`config.mk`:
```
export PLATFORM = sky130hd
export DESIGN_NAME = proc_trace_buffer_flat
export DESIGN_NICKNAME = d
export VERILOG_FILES = /design/src/rtl/proc_trace_buffer_if.sv /design/src/rtl/proc_trace_buffer.sv /design/src/flat_wrapper.sv
export SDC_FILE = /design/constraint.sdc
export NUM_CORES = 2
export LEC_CHECK = 0
export BUFFER_PORTS_ARGS = -buffer_cell sky130_fd_sc_hd__buf_4
export CAP_MARGIN = 40
export CORE_MARGIN = 2
export CORE_UTILIZATION = 50
export CTS_CLUSTER_DIAMETER = 150
export DETAILED_ROUTE_END_ITERATION = 8
export PLACE_DENSITY = 0.73
export SYNTH_ARGS = -nofsm -noshare
export SYNTH_HDL_FRONTEND = slang
export SYNTH_SLANG_ARGS = --single-unit
```
`constraint.sdc`:
```
create_clock -name clock -period 11.3 [get_ports clock]
set_clock_uncertainty 0.1 [all_clocks]
set_input_delay 0.565 -clock clock [delete_from_list [all_inputs] [get_ports clock]]
set_output_delay 0.565 -clock clock [all_outputs]
set_load 0.01 [all_outputs]
```
`src/rtl/proc_trace_buffer_if.sv`:
```
// Capture, trigger-setup and readout signals of proc_trace_buffer.
// The master side drives samples and control; the slave side is the trace buffer.
interface proc_trace_buffer_if #(
  parameter int WIDTH    = 32,
  parameter int CHANNELS = 4,
  parameter int DEPTH    = 16
) ();
  localparam int AW = $clog2(DEPTH);

  logic [CHANNELS*WIDTH-1:0] ch_data;
  logic                      sample_en;
  logic                      arm;
  logic [WIDTH-1:0]          trig_value;
  logic [WIDTH-1:0]          trig_mask;
  logic [AW-1:0]             rd_addr;
  logic [CHANNELS*WIDTH-1:0] rd_data;
  logic                      armed;
  logic                      triggered;
  logic                      done;
  logic [AW:0]               fill;
  logic [AW-1:0]             trig_index;

  modport master (
    output ch_data, sample_en, arm, trig_value, trig_mask, rd_addr,
    input  rd_data, armed, triggered, done, fill, trig_index
  );

  modport slave (
    input  ch_data, sample_en, arm, trig_value, trig_mask, rd_addr,
    output rd_data, armed, triggered, done, fill, trig_index
  );
endinterface

```
`src/rtl/proc_trace_buffer.sv`:
```
// Circular trace buffer for processor datapath buses with a masked-compare trigger
// on channel 0, a programmable post-trigger window and registered random-access readout.
module proc_trace_buffer #(
  parameter int WIDTH        = 32,
  parameter int CHANNELS     = 4,
  parameter int DEPTH        = 16,
  parameter int POST_SAMPLES = 4
) (
  input  logic                 clock,
  input  logic                 reset,
  proc_trace_buffer_if.slave   bus
);
  localparam int AW = $clog2(DEPTH);
  localparam int DW = CHANNELS * WIDTH;

  typedef enum logic [1:0] {IDLE, ARMED, POST, DONE} state_t;

  state_t        state, state_next;
  logic [AW-1:0] wr_ptr;
  logic [AW:0]   fill, fill_inc;
  logic [AW-1:0] post_cnt, post_next;
  logic [AW-1:0] trig_index, trig_idx_next;
  logic [DW-1:0] rd_data;
  logic          wr_en;
  logic          trig_hit;
  logic [AW-1:0] rd_phys;
  logic          rd_valid;

  logic [DW-1:0] mem [DEPTH];

  assign trig_hit = ((bus.ch_data[WIDTH-1:0] ^ bus.trig_value) & bus.trig_mask) == '0;
  assign fill_inc = (fill == (AW+1)'(DEPTH)) ? fill : fill + (AW+1)'(1);

  // Oldest entry sits fill slots behind wr_ptr; a full buffer makes fill[AW-1:0] zero.
  assign rd_phys  = wr_ptr - fill[AW-1:0] + bus.rd_addr;
  assign rd_valid = {1'b0, bus.rd_addr} < fill;

  // NOTE: every output of this block gets a default first, so no path leaves one
  // unassigned and no latch is inferred.
  always_comb begin
    state_next    = state;
    wr_en         = 1'b0;
    post_next     = post_cnt;
    trig_idx_next = trig_index;
    if (bus.arm) begin
      state_next = ARMED;
    end else begin
      unique case (state)
        ARMED: if (bus.sample_en) begin
          wr_en = 1'b1;
          if (trig_hit) begin
            if (POST_SAMPLES == 0) begin
              state_next    = DONE;
              trig_idx_next = fill_inc[AW-1:0] - AW'(1);
            end else begin
              state_next = POST;
              post_next  = AW'(POST_SAMPLES);
            end
          end
        end
        POST: if (bus.sample_en) begin
          wr_en     = 1'b1;
          post_next = post_cnt - AW'(1);
          if (post_cnt == AW'(1)) begin
            state_next    = DONE;
            trig_idx_next = fill_inc[AW-1:0] - AW'(1) - AW'(POST_SAMPLES);
          end
        end
        default: ;
      endcase
    end
  end

  // NOTE: sequential state uses non-blocking assignments so every register samples
  // pre-edge values, which the read path relies on when a write hits the same entry.
  always_ff @(posedge clock) begin
    if (reset) begin
      state      <= IDLE;
      wr_ptr     <= '0;
      fill       <= '0;
      post_cnt   <= '0;
      trig_index <= '0;
      rd_data    <= '0;
    end else begin
      state      <= state_next;
      post_cnt   <= post_next;
      trig_index <= trig_idx_next;
      rd_data    <= rd_valid ? mem[rd_phys] : '0;
      if (bus.arm) begin
        wr_ptr <= '0;
        fill   <= '0;
      end else if (wr_en) begin
        wr_ptr <= wr_ptr + AW'(1);
        fill   <= fill_inc;
      end
    end
  end

  // NOTE: the storage array is deliberately not reset; its contents are only
  // meaningful below fill, which lets it map onto plain RAM.
  always_ff @(posedge clock) begin
    if (wr_en && !reset) mem[wr_ptr] <= bus.ch_data;
  end

  assign bus.rd_data    = rd_data;
  assign bus.armed      = (state == ARMED) || (state == POST);
  assign bus.triggered  = (state == POST)  || (state == DONE);
  assign bus.done       = (state == DONE);
  assign bus.fill       = fill;
  assign bus.trig_index = trig_index;
endmodule

```
`src/flat_wrapper.sv`:
```
// flat-port wrapper written by rule: the top's interface ports become plain ports
module proc_trace_buffer_flat 
#(
  parameter int WIDTH        = 32,
  parameter int CHANNELS     = 4,
  parameter int DEPTH        = 16,
  parameter int POST_SAMPLES = 4
)
  (clock, reset, bus_ch_data, bus_sample_en, bus_arm, bus_trig_value, bus_trig_mask, bus_rd_addr, bus_rd_data, bus_armed, bus_triggered, bus_done, bus_fill, bus_trig_index);
  proc_trace_buffer_if #(.WIDTH(WIDTH), .CHANNELS(CHANNELS), .DEPTH(DEPTH)) bus_i ();
  input  logic clock;
  input  logic reset;
  input wire logic [$bits(bus_i.ch_data)-1:0] bus_ch_data;
  input wire logic [$bits(bus_i.sample_en)-1:0] bus_sample_en;
  input wire logic [$bits(bus_i.arm)-1:0] bus_arm;
  input wire logic [$bits(bus_i.trig_value)-1:0] bus_trig_value;
  input wire logic [$bits(bus_i.trig_mask)-1:0] bus_trig_mask;
  input wire logic [$bits(bus_i.rd_addr)-1:0] bus_rd_addr;
  output wire logic [$bits(bus_i.rd_data)-1:0] bus_rd_data;
  output wire logic [$bits(bus_i.armed)-1:0] bus_armed;
  output wire logic [$bits(bus_i.triggered)-1:0] bus_triggered;
  output wire logic [$bits(bus_i.done)-1:0] bus_done;
  output wire logic [$bits(bus_i.fill)-1:0] bus_fill;
  output wire logic [$bits(bus_i.trig_index)-1:0] bus_trig_index;
  assign bus_i.ch_data = bus_ch_data;
  assign bus_i.sample_en = bus_sample_en;
  assign bus_i.arm = bus_arm;
  assign bus_i.trig_value = bus_trig_value;
  assign bus_i.trig_mask = bus_trig_mask;
  assign bus_i.rd_addr = bus_rd_addr;
  assign bus_rd_data = bus_i.rd_data;
  assign bus_armed = bus_i.armed;
  assign bus_triggered = bus_i.triggered;
  assign bus_done = bus_i.done;
  assign bus_fill = bus_i.fill;
  assign bus_trig_index = bus_i.trig_index;
  proc_trace_buffer #(.WIDTH(WIDTH), .CHANNELS(CHANNELS), .DEPTH(DEPTH), .POST_SAMPLES(POST_SAMPLES)) u_core (.clock(clock), .reset(reset), .bus(bus_i));
endmodule
```
==> results.md <==
* Status: complete, no violations
* Share of layout cells above drive strength 1 at 0.293
* Row Count at 149
* Final core occ at 0.587
* Wire length on met3 at 12.6 mm
* Placer Congestion at 0.749
* Worst setup EP type: flip-flop
* WL met2 at 93.0 mm
* Top cells by area, synth: edfxtp_1 (74%), mux4_2 (14%), dfxtp_1 (3.6%), a211oi_1 (2.3%), mux2i_1 (1.6%)
* Netlist cell types at 54
* DR WL/cell at 28.2 um
* Int Power at 13.4 mW
* H-tree Lvls at 4
* First-pass GRT wire length at 269 mm
* PD cells at 178 mW/mm^2
* Measured slew at the worst slew-check pin at 1.22 ns
* Max FO, Critical Path at 138
* Synth Net Count at 3858
* Vias in the first global route at 39900
* Initial antenna violation count at 17
* RSZ-0062 raised after global routing: no
* Vias per cell at 5.95
* Via count at 39200
* Hpwl dp at 98.4 mm
* Critical path class: flip-flop to flip-flop
* Predominant post-synthesis flop cell: edfxtp_1
* Mapped Area at 0.0827 sq mm
* Switch share at 0.220
* Clk sinks at 2195
* Period utilization at 0.468
* Final min period at 5.29 ns
* Starting density of the core at 0.503
* NetSw at 3.77 mW
* Synthesized instance count at 3636
* Seq/Total Area, Yosys at 0.779
* F_max at 0.189 GHz
* Largest net degree at the start of global routing at 161
* Yosys reg bits at 2195
* Sequential share of power at 0.522
* Critical path data arrival time at 5.83 ns
* Clock-pin transition on the worst setup and hold timing paths at 0.07 ns
* Clock Power Share at 0.393
* Area occupied by multi-input gates at 0.0172 sq mm
* Die X at 411 um
* Routed WL at 186 mm
* Initial drt markers at 4041
* Peak VDD IR at 0.158 mV
* Hold Violations, Final at 0
* Filler instances at 11500
* Slew Viols, Final at 0
* Fin nets at 4433
* Worst Path Required at 11.84 ns
* Total global-route track usage at 0.220
* Register area at 0.0644 sq mm
* Post-synth EDFFs at 2048
* Fraction of registers with async set/reset at 0
* Maxcap violations at 0
* Post-synth top area share at 0.743
* Drt pass-1 iters at 5
* CP startpoint kind: flip-flop
* Total grt overflow at 0
* Top Layer Used: met5
* TritonCTS buffer count at 207
* Number of port buffers at 339
* Combinational cell fraction of total power at 0.085
* I/O pin total at 340
* Area delta synth->final at 16.7%
* CTS root buffer: clkbuf_16
* CTS max path bufs at 3
* CTS tree: yes
* Clock latency on the worst-skew pair at 0.83 ns
* Slew margin rel. at 0.189
* Hold Crit Class: input port to flip-flop
* Syn avg cell area at 22.8 sq um
* DRT antenna net count at 0
* R2r setup slk at 6.01 ns
* Final TNS setup at 0 ns
* Lkg Pwr at 31.2 nW
* Die Ht at 411 um
* Ys Warns at 0
* Largest area contributor in the netlist: edfxtp_1
* Placeable core area at 0.165 sq mm
* # DRC at 0
* Met1 wire length at 76.0 mm
* Final setup violation count at 0
* Die area at 0.169 sq mm
## worst max-delay path: stages, from the launching register on
cell and delay [ns]:
dfxtp_1 0.44, inv_1 0.11, ha_1 0.28, inv_1 0.06
ha_4 0.16, fa_4 1.36, buf_4 0.78, buf_12 0.66
mux4_2 0.40, nor2b_1 0.15, a211oi_1 0.28, a211oi_1 0.09
## cells by family after synthesis
family                   count (synthesis)  synth area share
flip-flops                            2195             0.779
multiplexers                           643             0.155
AO/OA/AOI/OAI                          304            0.0283
buffers and inverters                  227            0.0142
AND/OR/NAND/NOR                        201            0.0148
XOR/XNOR                                44           0.00484
adder cells (fa/ha/maj)                 22           0.00360
## sequential cells by signal (all words and copies together), names as in the netlist
signal and count:
u_core.post_cnt 4, u_core.bus.fill 5, u_core.mem 2048, u_core.wr_ptr 4, u_core.state 2, u_core.bus.trig_index 4, u_core.bus.rd_data 128
## per-layer routing
metal / GRT usage / vias to the layer above
met5: 0 / -
met4: 0.0590 / 18
met3: 0.0424 / 270
met2: 0.362 / 1444
met1: 0.304 / 20900
li1: - / 16500
## layout make-up
class                           count  area share
Clock buffer                      287      0.0590
Sequential cell                  2195       0.667
Tap cell                         2189      0.0284
Timing Repair Buffer              570      0.0555
Multi-Input combinational cell   1214       0.178
Clock inverter                     98      0.0102
Antenna cell                        9    0.000233
Inverter                           23    0.000894
## through the flow
step / setup slack, ns / cell area, sq um / hold WS (ns) / total power [mW] / instances
3_5_place_dp: 5.86 / 88500 / 0.389 / 10.6 / 6060
5_1_grt: 5.83 / 96500 / 0.0924 / 17.7 / 6580
2_1_floorplan: 3.75 / 82700 / 0.369 / 10.1 / 3636
3_3_place_gp: 5.89 / 87600 / 0.371 / 10.5 / 6021
4_1_cts: 6.02 / 96500 / 0.0380 / 17.3 / 6576
6_report: 6.01 / 96500 / 0.0943 / 17.2 / 6585
## Yosys cell counts (all sizes together), types with 4 or more instances
library cell	n
a21o	4
ha	19
a22oi	16
nor2	21
edfxtp	2048
xor2	36
a211oi	257
dfxtp	147
buf	107
and3	4
inv	23
xnor2	8
nor2b	131
and2	12
nand4	7
a21oi	13
clkbuf	96
mux4	512
mux2i	131
nand2	9
## cell usage in the layout, fill, tap and decap left out, types with 3 or more instances in the layout
master,n
nand4_2,3
inv_6,6
mux2i_1,131
inv_1,23
clkinv_4,5
ha_1,18
xnor2_1,7
dfxtp_1,147
a22oi_2,8
a211oi_1,257
nor2_1,20
and2_4,11
a21oi_1,13
clkinv_8,4
buf_12,14
diode_2,9
a22oi_1,8
clkinv_1,33
xor2_1,35
bufinv_16,12
mux4_2,512
nor2b_1,131
and3_4,4
dlygate4sd3_1,131
nand2_1,9
clkbuf_16,208
nand4_1,3
clkbuf_1,60
clkinvlp_4,7
edfxtp_1,2048
buf_4,396
buf_16,29
clkinv_16,4
nor4_1,3
a21o_1,4
clkbuf_8,19
clkinv_2,25
## worst paths after layout
check / from / end / depth (start not counted)
worst min-delay path: bus_sample_en / u_core.state[1] / 5
worst max-delay path: u_core.wr_ptr[0] / u_core.bus.rd_data[44] / 11
worst min register to register: u_core.bus.trig_index[1] / u_core.bus.trig_index[1] / 2
worst max register to register: u_core.wr_ptr[0] / u_core.bus.rd_data[44] / 11
## power groups by stage
stage / registers [mW] / logic, mW / clock network [mW]
final: 8.96 / 1.46 / 6.75
after global routing: 8.96 / 1.57 / 7.18
after CTS: 8.96 / 1.48 / 6.87
after detailed placement: 9.14 / 1.43 / 0
after global placement: 9.14 / 1.39 / 0
after floorplan: 9.14 / 0.934 / 0
## what timing repair did
item                      4_1_cts  5_1_grt
hold endpoints to repair     2055        0
hold buffers                  131        0
resized for setup               0        0
buffers inserted                0        0
No activity file was read; power rests on OpenSTA's default activity.
